==> src/rtl/bus_elastic_buf.sv <==
// bus_elastic_buf: valid/ready elastic FIFO placed after the fixed-latency
// bus delay line. The delay line cannot be stalled, so a word that arrives
// while the buffer is full and nothing leaves is dropped, and the sticky
// ovf flag is raised.
// Optional feature macro: BUS_ELASTIC_OVF_CNT_EN adds an 8-bit saturating
// count of dropped words on port ovf_cnt.
module bus_elastic_buf #(
  parameter int BUS_WIDTH = 8,
  parameter int DEPTH     = 4,
  localparam int CNT_W    = $clog2(DEPTH) + 1
) (
  input  logic                 clk,
  input  logic                 rst,
  input  logic                 in_vld,
  input  logic [BUS_WIDTH-1:0] inbus,
  output logic                 out_vld,
  input  logic                 out_rdy,
  output logic [BUS_WIDTH-1:0] outbus,
  output logic [CNT_W-1:0]     level,
  output logic                 full,
  output logic                 empty,
  output logic                 ovf,
  input  logic                 ovf_clr
`ifdef BUS_ELASTIC_OVF_CNT_EN
  ,
  output logic [7:0]           ovf_cnt
`endif
);

  localparam int PTR_W = $clog2(DEPTH);
  localparam logic [CNT_W-1:0] DEPTH_C = CNT_W'(DEPTH);

  logic [BUS_WIDTH-1:0] mem_q [DEPTH];
  logic [PTR_W-1:0]     rd_ptr_q, rd_ptr_d;
  logic [PTR_W-1:0]     wr_ptr_q, wr_ptr_d;
  logic [CNT_W-1:0]     level_q, level_d;
  logic                 ovf_q, ovf_d;
  logic                 pop, push, drop;

  assign empty   = (level_q == '0);
  assign full    = (level_q == DEPTH_C);
  assign out_vld = !empty;
  assign outbus  = mem_q[rd_ptr_q];
  assign level   = level_q;
  assign ovf     = ovf_q;

  // Handshake decode and next-state for pointers, occupancy and overflow flag.
  // A full buffer still accepts a word when the head leaves in the same cycle.
  always_comb begin
    pop      = out_vld && out_rdy;
    push     = in_vld && (!full || pop);
    drop     = in_vld && full && !pop;
    rd_ptr_d = pop  ? rd_ptr_q + PTR_W'(1) : rd_ptr_q;
    wr_ptr_d = push ? wr_ptr_q + PTR_W'(1) : wr_ptr_q;
    case ({push, pop})
      2'b10:   level_d = level_q + CNT_W'(1);
      2'b01:   level_d = level_q - CNT_W'(1);
      default: level_d = level_q;
    endcase
    ovf_d = drop ? 1'b1 : (ovf_clr ? 1'b0 : ovf_q);
  end

  // Control state; reset discards every stored word by zeroing the pointers.
  always_ff @(posedge clk) begin
    if (rst) begin
      rd_ptr_q <= '0;
      wr_ptr_q <= '0;
      level_q  <= '0;
      ovf_q    <= 1'b0;
    end else begin
      rd_ptr_q <= rd_ptr_d;
      wr_ptr_q <= wr_ptr_d;
      level_q  <= level_d;
      ovf_q    <= ovf_d;
    end
  end

  // Storage array is deliberately left unreset; only accepted words are written.
  always_ff @(posedge clk) begin
    if (push && !rst) begin
      mem_q[wr_ptr_q] <= inbus;
    end
  end

`ifdef BUS_ELASTIC_OVF_CNT_EN
  logic [7:0] ovf_cnt_q, ovf_cnt_d;

  assign ovf_cnt = ovf_cnt_q;

  // Saturating drop counter; a drop coinciding with a clear counts as the first drop.
  always_comb begin
    ovf_cnt_d = ovf_cnt_q;
    if (drop) begin
      if (ovf_clr) begin
        ovf_cnt_d = 8'd1;
      end else if (ovf_cnt_q != 8'hFF) begin
        ovf_cnt_d = ovf_cnt_q + 8'd1;
      end
    end else if (ovf_clr) begin
      ovf_cnt_d = 8'd0;
    end
  end

  // Drop counter register.
  always_ff @(posedge clk) begin
    if (rst) begin
      ovf_cnt_q <= 8'd0;
    end else begin
      ovf_cnt_q <= ovf_cnt_d;
    end
  end
`endif

endmodule

==> config.mk <==
export PLATFORM = sky130hd
export DESIGN_NAME = bus_elastic_buf
export DESIGN_NICKNAME = d
export VERILOG_FILES = /design/src/rtl/bus_elastic_buf.sv
export SDC_FILE = /design/constraint.sdc
export NUM_CORES = 1
export LEC_CHECK = 0
export ABC_AREA = 1
export BUFFER_PORTS_ARGS = -buffer_cell sky130_fd_sc_hd__buf_2
export CAP_MARGIN = 20
export CORE_MARGIN = 8
export CORE_UTILIZATION = 40
export CTS_BUF_LIST = sky130_fd_sc_hd__clkbuf_4
export DETAILED_ROUTE_END_ITERATION = 7
export SETUP_SLACK_MARGIN = 0.5
export SYNTH_ARGS = -nofsm -noshare
export SYNTH_HDL_FRONTEND = slang
export SYNTH_SLANG_ARGS = --single-unit
export TNS_END_PERCENT = 20
==> constraint.sdc <==
create_clock -name clk -period 1.4 [get_ports clk]
set_input_delay 0.21 -clock clk [delete_from_list [all_inputs] [get_ports clk]]
set_output_delay 0.21 -clock clk [all_outputs]
set_load 0.1 [all_outputs]
==> results of run 1 <==
## metrics by stage
step / setup WS [ns] / total power (uW) / hold slack, ns / TNS (ns) / instance area, um^2
after global placement: 0.00701 / 3720 / 0.401 / 0 / 2360
after CTS: -0.262 / 4730 / 0.00753 / -4.25 / 2590
after detailed placement: -0.0551 / 3760 / 0.402 / -0.404 / 2360
after floorplan: -0.374 / 2950 / 0.263 / -11.63 / 1870
after global routing: -0.345 / 5000 / 0.0164 / -7.21 / 2690
final: -0.255 / 4810 / 0.0336 / -4.27 / 2690
## flip-flops by register name (all words and copies together) (netlist names), named ones only
name / flops
ovf: 1
wr_ptr_q: 2
rd_ptr_q: 2
mem_q: 32
level: 3
## repair_timing
item	4_1_cts	5_1_grt
hold buffers	0	0
resized for setup	37	20
setup buffers	8	5
pin swaps	13	6
endpoints found under the setup margin	57	57
gates cloned	0	0
## cell type report
| cell class | instances | share of cell area, % |
|---|---|---|
| Multi-Input combinational cell | 84 | 25.5 |
| Tap cell | 52 | 2.42 |
| Inverter | 20 | 3.35 |
| Clock inverter | 3 | 1.49 |
| Timing Repair Buffer | 51 | 22.1 |
| Clock buffer | 5 | 1.39 |
| Sequential cell | 42 | 43.8 |
## power by group
group	switching, uW	internal [uW]
sequential	75.9	1430
combinational	1590	965
clock	379	370
total	2040	2770
## layout by cell type, fill, tap and decap left out, drive strengths merged
cell    instances
ha              4
o21ai          21
inv            19
clkbuf          5
nand2          10
dfxtp          10
o22ai           8
nand3           6
nand4           2
nor2           23
bufinv          1
a21boi          1
buf            51
edfxtp         32
clkinv          3
a21oi           8
fa              1
## worst reg2reg max path, delay by kind of cell (launching register included)
kind | cells | cell delay [ns]
AND/OR/NAND/NOR | 5 | 0.62
flip-flops | 1 | 0.39
buffers and inverters | 2 | 0.16
## cells in the mapped netlist, types with 2 or more instances
library cell   n
edfxtp_1      32
nor2_1        22
inv_1         17
o21ai_0       17
dfxtp_1       10
o22ai_1        8
a21oi_1        7
ha_1           4
nand2_1        4
nand2_2        4
nand3_1        4
o21ai_1        4
inv_2          3
buf_2          2
nand2_4        2
nand3_2        2
nand4_1        2
## worst paths after layout
path | startpoint | end | cells after the start
min | rst | level[0] | 2
min reg2reg | ovf | ovf | 2
max reg2reg | level[0] | mem_q[2][0] | 7
max | register | outbus[1] | 6
## logic make-up after synthesis
| group | count (synthesis) | share of synthesized area (%) |
|---|---|---|
| adder cells (fa/ha/maj) | 5 | 4.05 |
| AO/OA/AOI/OAI | 38 | 11.9 |
| flip-flops | 42 | 67.1 |
| AND/OR/NAND/NOR | 41 | 12.1 |
| buffers and inverters | 22 | 4.91 |
## layer usage
layer / global-route usage [%] / vias up
li1: - / 632
met1: 13.6 / 638
met2: 24.2 / 29
met3: 4.16 / 9
met4: 7.54 / 0
met5: 0 / -
==> impl_metrics.ini, run 1 <==
[synthesis]
yosys.area.top_type = edfxtp_1
syn_inst = 148
synth-main-ff-cell = edfxtp_1
synth-seq-cells = 42
yosys_warnings = 0
yosysSeqAreaShare_pct = 67.1
yosysUniqueCellTypes = 21
synthesis.nets = 166
synthesis.area_um2 = 1730
yosysTopAreaCellShare_pct = 55.5
avgSynthCellArea_um2 = 11.7
async_reset_ff_share_pct = 0
synth_edf_count = 32
synth_area_leaders = edfxtp_1 (55%), dfxtp_1 (12%), o21ai_0 (4.9%), nor2_1 (4.8%), inv_1 (3.7%)

[sta]
finalHoldViolCount = 0
max_freq_ghz = 0.604
slew_headroom_pct = 79.5
worst_pin_slew_ns = 0.307
worst_slack_ns = -0.255
setup_viol = 45
rsz0062_at_grt = true
finalCritPeriodShare_pct = 118
clock_skew_ns = 0.00324
drv_slew = 0
min_period_ns = 1.66

[placement]
dp.cells = 236
portBuffers = 27
routabilityCongestion = 0.736
dp_hpwl_mm = 2.75

[power]
leakagePower_uw = 0.00105
powerDensity_nw_per_um2 = 1790
ir_drop_mv = 1.78

[setup_path]
path_delay_family = buffers and inverters
cp-end-kind = primary output
path_max_fanout = 8
slowest_stage = dfxtp_2
path_cells = buf_6 -> buf_8 -> buf_4 -> nor2_2 -> o22ai_2 -> buf_12
max_stage_delay_ns = 0.37
crit_required_ns = 1.19
reg2reg_slack_ns = -0.08
path_buf_inv = 4
startpoint_type = register
critPathKind = reg2out
worst_ep_arrival_time_ns = 1.45

[floorplanning]
core_area_um2 = 4260
die-area_um2 = 6690
fp-row-count = 24
die_w_um = 81.8
die_y_um = 81.8
io-pin-count = 28
start_util_pct = 40.6

[drt]
drt-total-wl_mm = 4.18
antenna_left = 0
drt_iter0_drc = 75
via_per_inst = 5.09
num_vias = 1308
wl_met3_um = 195
maxUsedRoutingLayer = met4
dr.pass1.iters = 4
wl_met2_mm = 2.32
drt-met1-wl_mm = 1.58
wl_per_cell_um = 16.2
drc = 0

[finish]
nFillCells = 326
multi_input_area_um2 = 686
utilization_pct = 63.1
layout-drive-gt1-share_pct = 52.7
diodes = 0
ff_latch_area_um2 = 1180
fin_cells = 257
finalNetCount = 222
syn2layout_area_growth_pct = 55.5

[clocking]
cts_sinks = 42
clk_pin_slew_worst_paths_ns = 0.12
clk_path_buf_depth = 2
clockRootBuffer = clkbuf_4
cts_tree = yes
h-tree-depth = 2
numCtsBuffers = 5
clkLatencyLatePin_ns = 0.35

[global_route]
grt_first_pass_wirelength_mm = 6.60
grt_pass1_vias = 1391
grt_max_degree = 15
grt_overflow = 0
antenna_found_initial = 0
grt_util_all_layers_pct = 13.5

[run_status]
status = finished with violations
violations = setup timing

[flow_run]
drv_cap = 0

[min_path]
min_path_type = in2reg
Power figures use the tool's default switching activity.
==> inputs of run 2 (changes only) <==
--- a/config.mk
+++ b/config.mk
@@ -12,8 +12,9 @@
 export CORE_UTILIZATION = 40
 export CTS_BUF_LIST = sky130_fd_sc_hd__clkbuf_4
 export DETAILED_ROUTE_END_ITERATION = 7
+export REMOVE_ABC_BUFFERS = 1
 export SETUP_SLACK_MARGIN = 0.5
 export SYNTH_ARGS = -nofsm -noshare
 export SYNTH_HDL_FRONTEND = slang
 export SYNTH_SLANG_ARGS = --single-unit
-export TNS_END_PERCENT = 20
+export TNS_END_PERCENT = 1
==> impl_metrics.ini, run 2 (same netlist as run 1, synthesis figures left out) <==
[setup_path]
critPathKind = reg2out
r2r_cells = 8
worstReg2RegEnd = level[2]
reg2reg_slack_ns = -0.09
startpoint_type = register
path_max_fanout = 6
timing.rr.start = level[1]
worst_ep_arrival_time_ns = 1.48
cp-end-kind = primary output
crit_required_ns = 1.19

[finish]
largest_register = mem_q
diodes = 0
layout_common_cells = edfxtp_1 (32), nor2_1 (19), inv_1 (14), buf_4 (14)
utilization_pct = 59.8
layout-drive-gt1-share_pct = 48.5
largest_reg_flops = 32
final_cell_area_um2 = 2550
finalNetCount = 221
syn2layout_area_growth_pct = 47.3
final_common_cell = edfxtp_1

[sta]
drv_slew = 0
rsz0062_at_grt = true
worst_slack_ns = -0.287
finalCritPeriodShare_pct = 120
min_period_ns = 1.69
worst_pin_slew_ns = 0.282
setup_viol = 12
clock_skew_ns = 0.0167
finalHoldViolCount = 0
slew_headroom_pct = 81.3
holdWs_ns = 0.0419
max_freq_ghz = 0.593

[drt]
wl_met3_um = 274
num_vias = 1284
wl_met2_mm = 2.17
wl_per_cell_um = 15.8
maxUsedRoutingLayer = met4
via_per_inst = 5.02
dr.pass1.iters = 4
drt-total-wl_mm = 4.05
drt-met1-wl_mm = 1.52
antenna_left = 0
drt_iter0_drc = 88
drc = 0

[global_route]
grt_first_pass_wirelength_mm = 6.38
grt_max_degree = 13
grt_pass1_vias = 1342
grt_util_all_layers_pct = 12.9
grt_overflow = 0
antenna_found_initial = 0

[floorplanning]
fp-row-count = 24
start_util_pct = 40.6
die_w_um = 81.8
die-area_um2 = 6690
io-pin-count = 28
core_area_um2 = 4260
die_y_um = 81.8

[clocking]
numCtsBuffers = 5
cts_tree = yes
clk_path_buf_depth = 2
post_cts_buffers = 0
clockRootBuffer = clkbuf_4
postCtsHoldBufs = 0
h-tree-depth = 2
cts_sinks = 42
clkLatencyLatePin_ns = 0.35
clk_pin_slew_worst_paths_ns = 0.11

[power]
powerDensity_nw_per_um2 = 1810
ir_drop_mv = 0.954
swShare_pct = 41.8
leakagePower_uw = 0.00102
seq_power_share_pct = 32.7
power_frac_clock_pct = 17.2
p_int_uw = 2690
switchingPower_uw = 1930
power_frac_comb_pct = 50.1

[placement]
dp_hpwl_mm = 2.78
routabilityCongestion = 0.730
portBuffers = 27
postPlaceCellArea_um2 = 2270
place_ws_ns = -0.115

[flow_run]
drv_cap = 0

[min_path]
min_path_type = in2reg
hold-path-cell-count = 2
hp-start = rst
min_to = level[0]

[run_status]
status = finished with violations
violations = setup timing
[run 2: cell count changes in the layout (fill, tap and decap cells not counted), sizes merged]
cell and change:
inv +1, clkbuf +4, buf -3, clkinv -3
[run 2: worst max path at each step]
stage	from	cells past startpoint	slack, ns	end
2_1_floorplan	register	3	-1.08	outbus[0]
5_1_grt	register	5	-0.37	outbus[3]
3_3_place_gp	level[1]	8	-0.00003	level[2]
4_1_cts	register	5	-0.29	outbus[2]
3_5_place_dp	level[1]	8	-0.12	level[2]
6_report	register	5	-0.29	outbus[3]
[run 2: area by class of cell]
class	count	area [um^2]
Inverter	20	82.6
Timing Repair Buffer	50	568
Clock buffer	7	52.6
Clock inverter	1	30.0
Multi-Input combinational cell	84	573
Fill cell	365	1710
Tap cell	52	65.1
Sequential cell	42	1180
[run 2: power groups by stage]
stage | clock (uW) | combinational [uW] | sequential (uW)
after floorplan | 0 | 1120 | 1680
after CTS | 807 | 2280 | 1500
after global placement | 0 | 2090 | 1500
final | 793 | 2320 | 1510
after detailed placement | 0 | 2130 | 1500
after global routing | 866 | 2420 | 1520
[run 2: layer usage]
layer	GRT usage, %	vias to the layer above
met5	0	-
met2	22.6	40
met3	5.25	7
met1	13.3	607
li1	-	630
met4	5.96	0
[run 2: timing repair]
item                                    4_1_cts  5_1_grt
endpoints found under the setup margin       57       57
resized for setup                            42       25
endpoints found under the hold margin         0        0
pin swaps                                     5        9
cloned                                        2        0
[run 2: per-stage QoR]
stage                     cells    TNS [ns]  total power (uW)
after detailed placement    246      -0.731              3630
final                       256       -2.09              4620
after global routing        256       -3.15              4800
after floorplan             146      -50.49              2800
after CTS                   256       -2.52              4590
after global placement      246  -0.0000288              3590
[run 2: critical path, stage by stage, from the launching register on]
cell and delay (ns):
dfxtp_4 0.39, buf_6 0.13, o21ai_1 0.19, o22ai_2 0.11
buf_4 0.15, buf_12 0.15
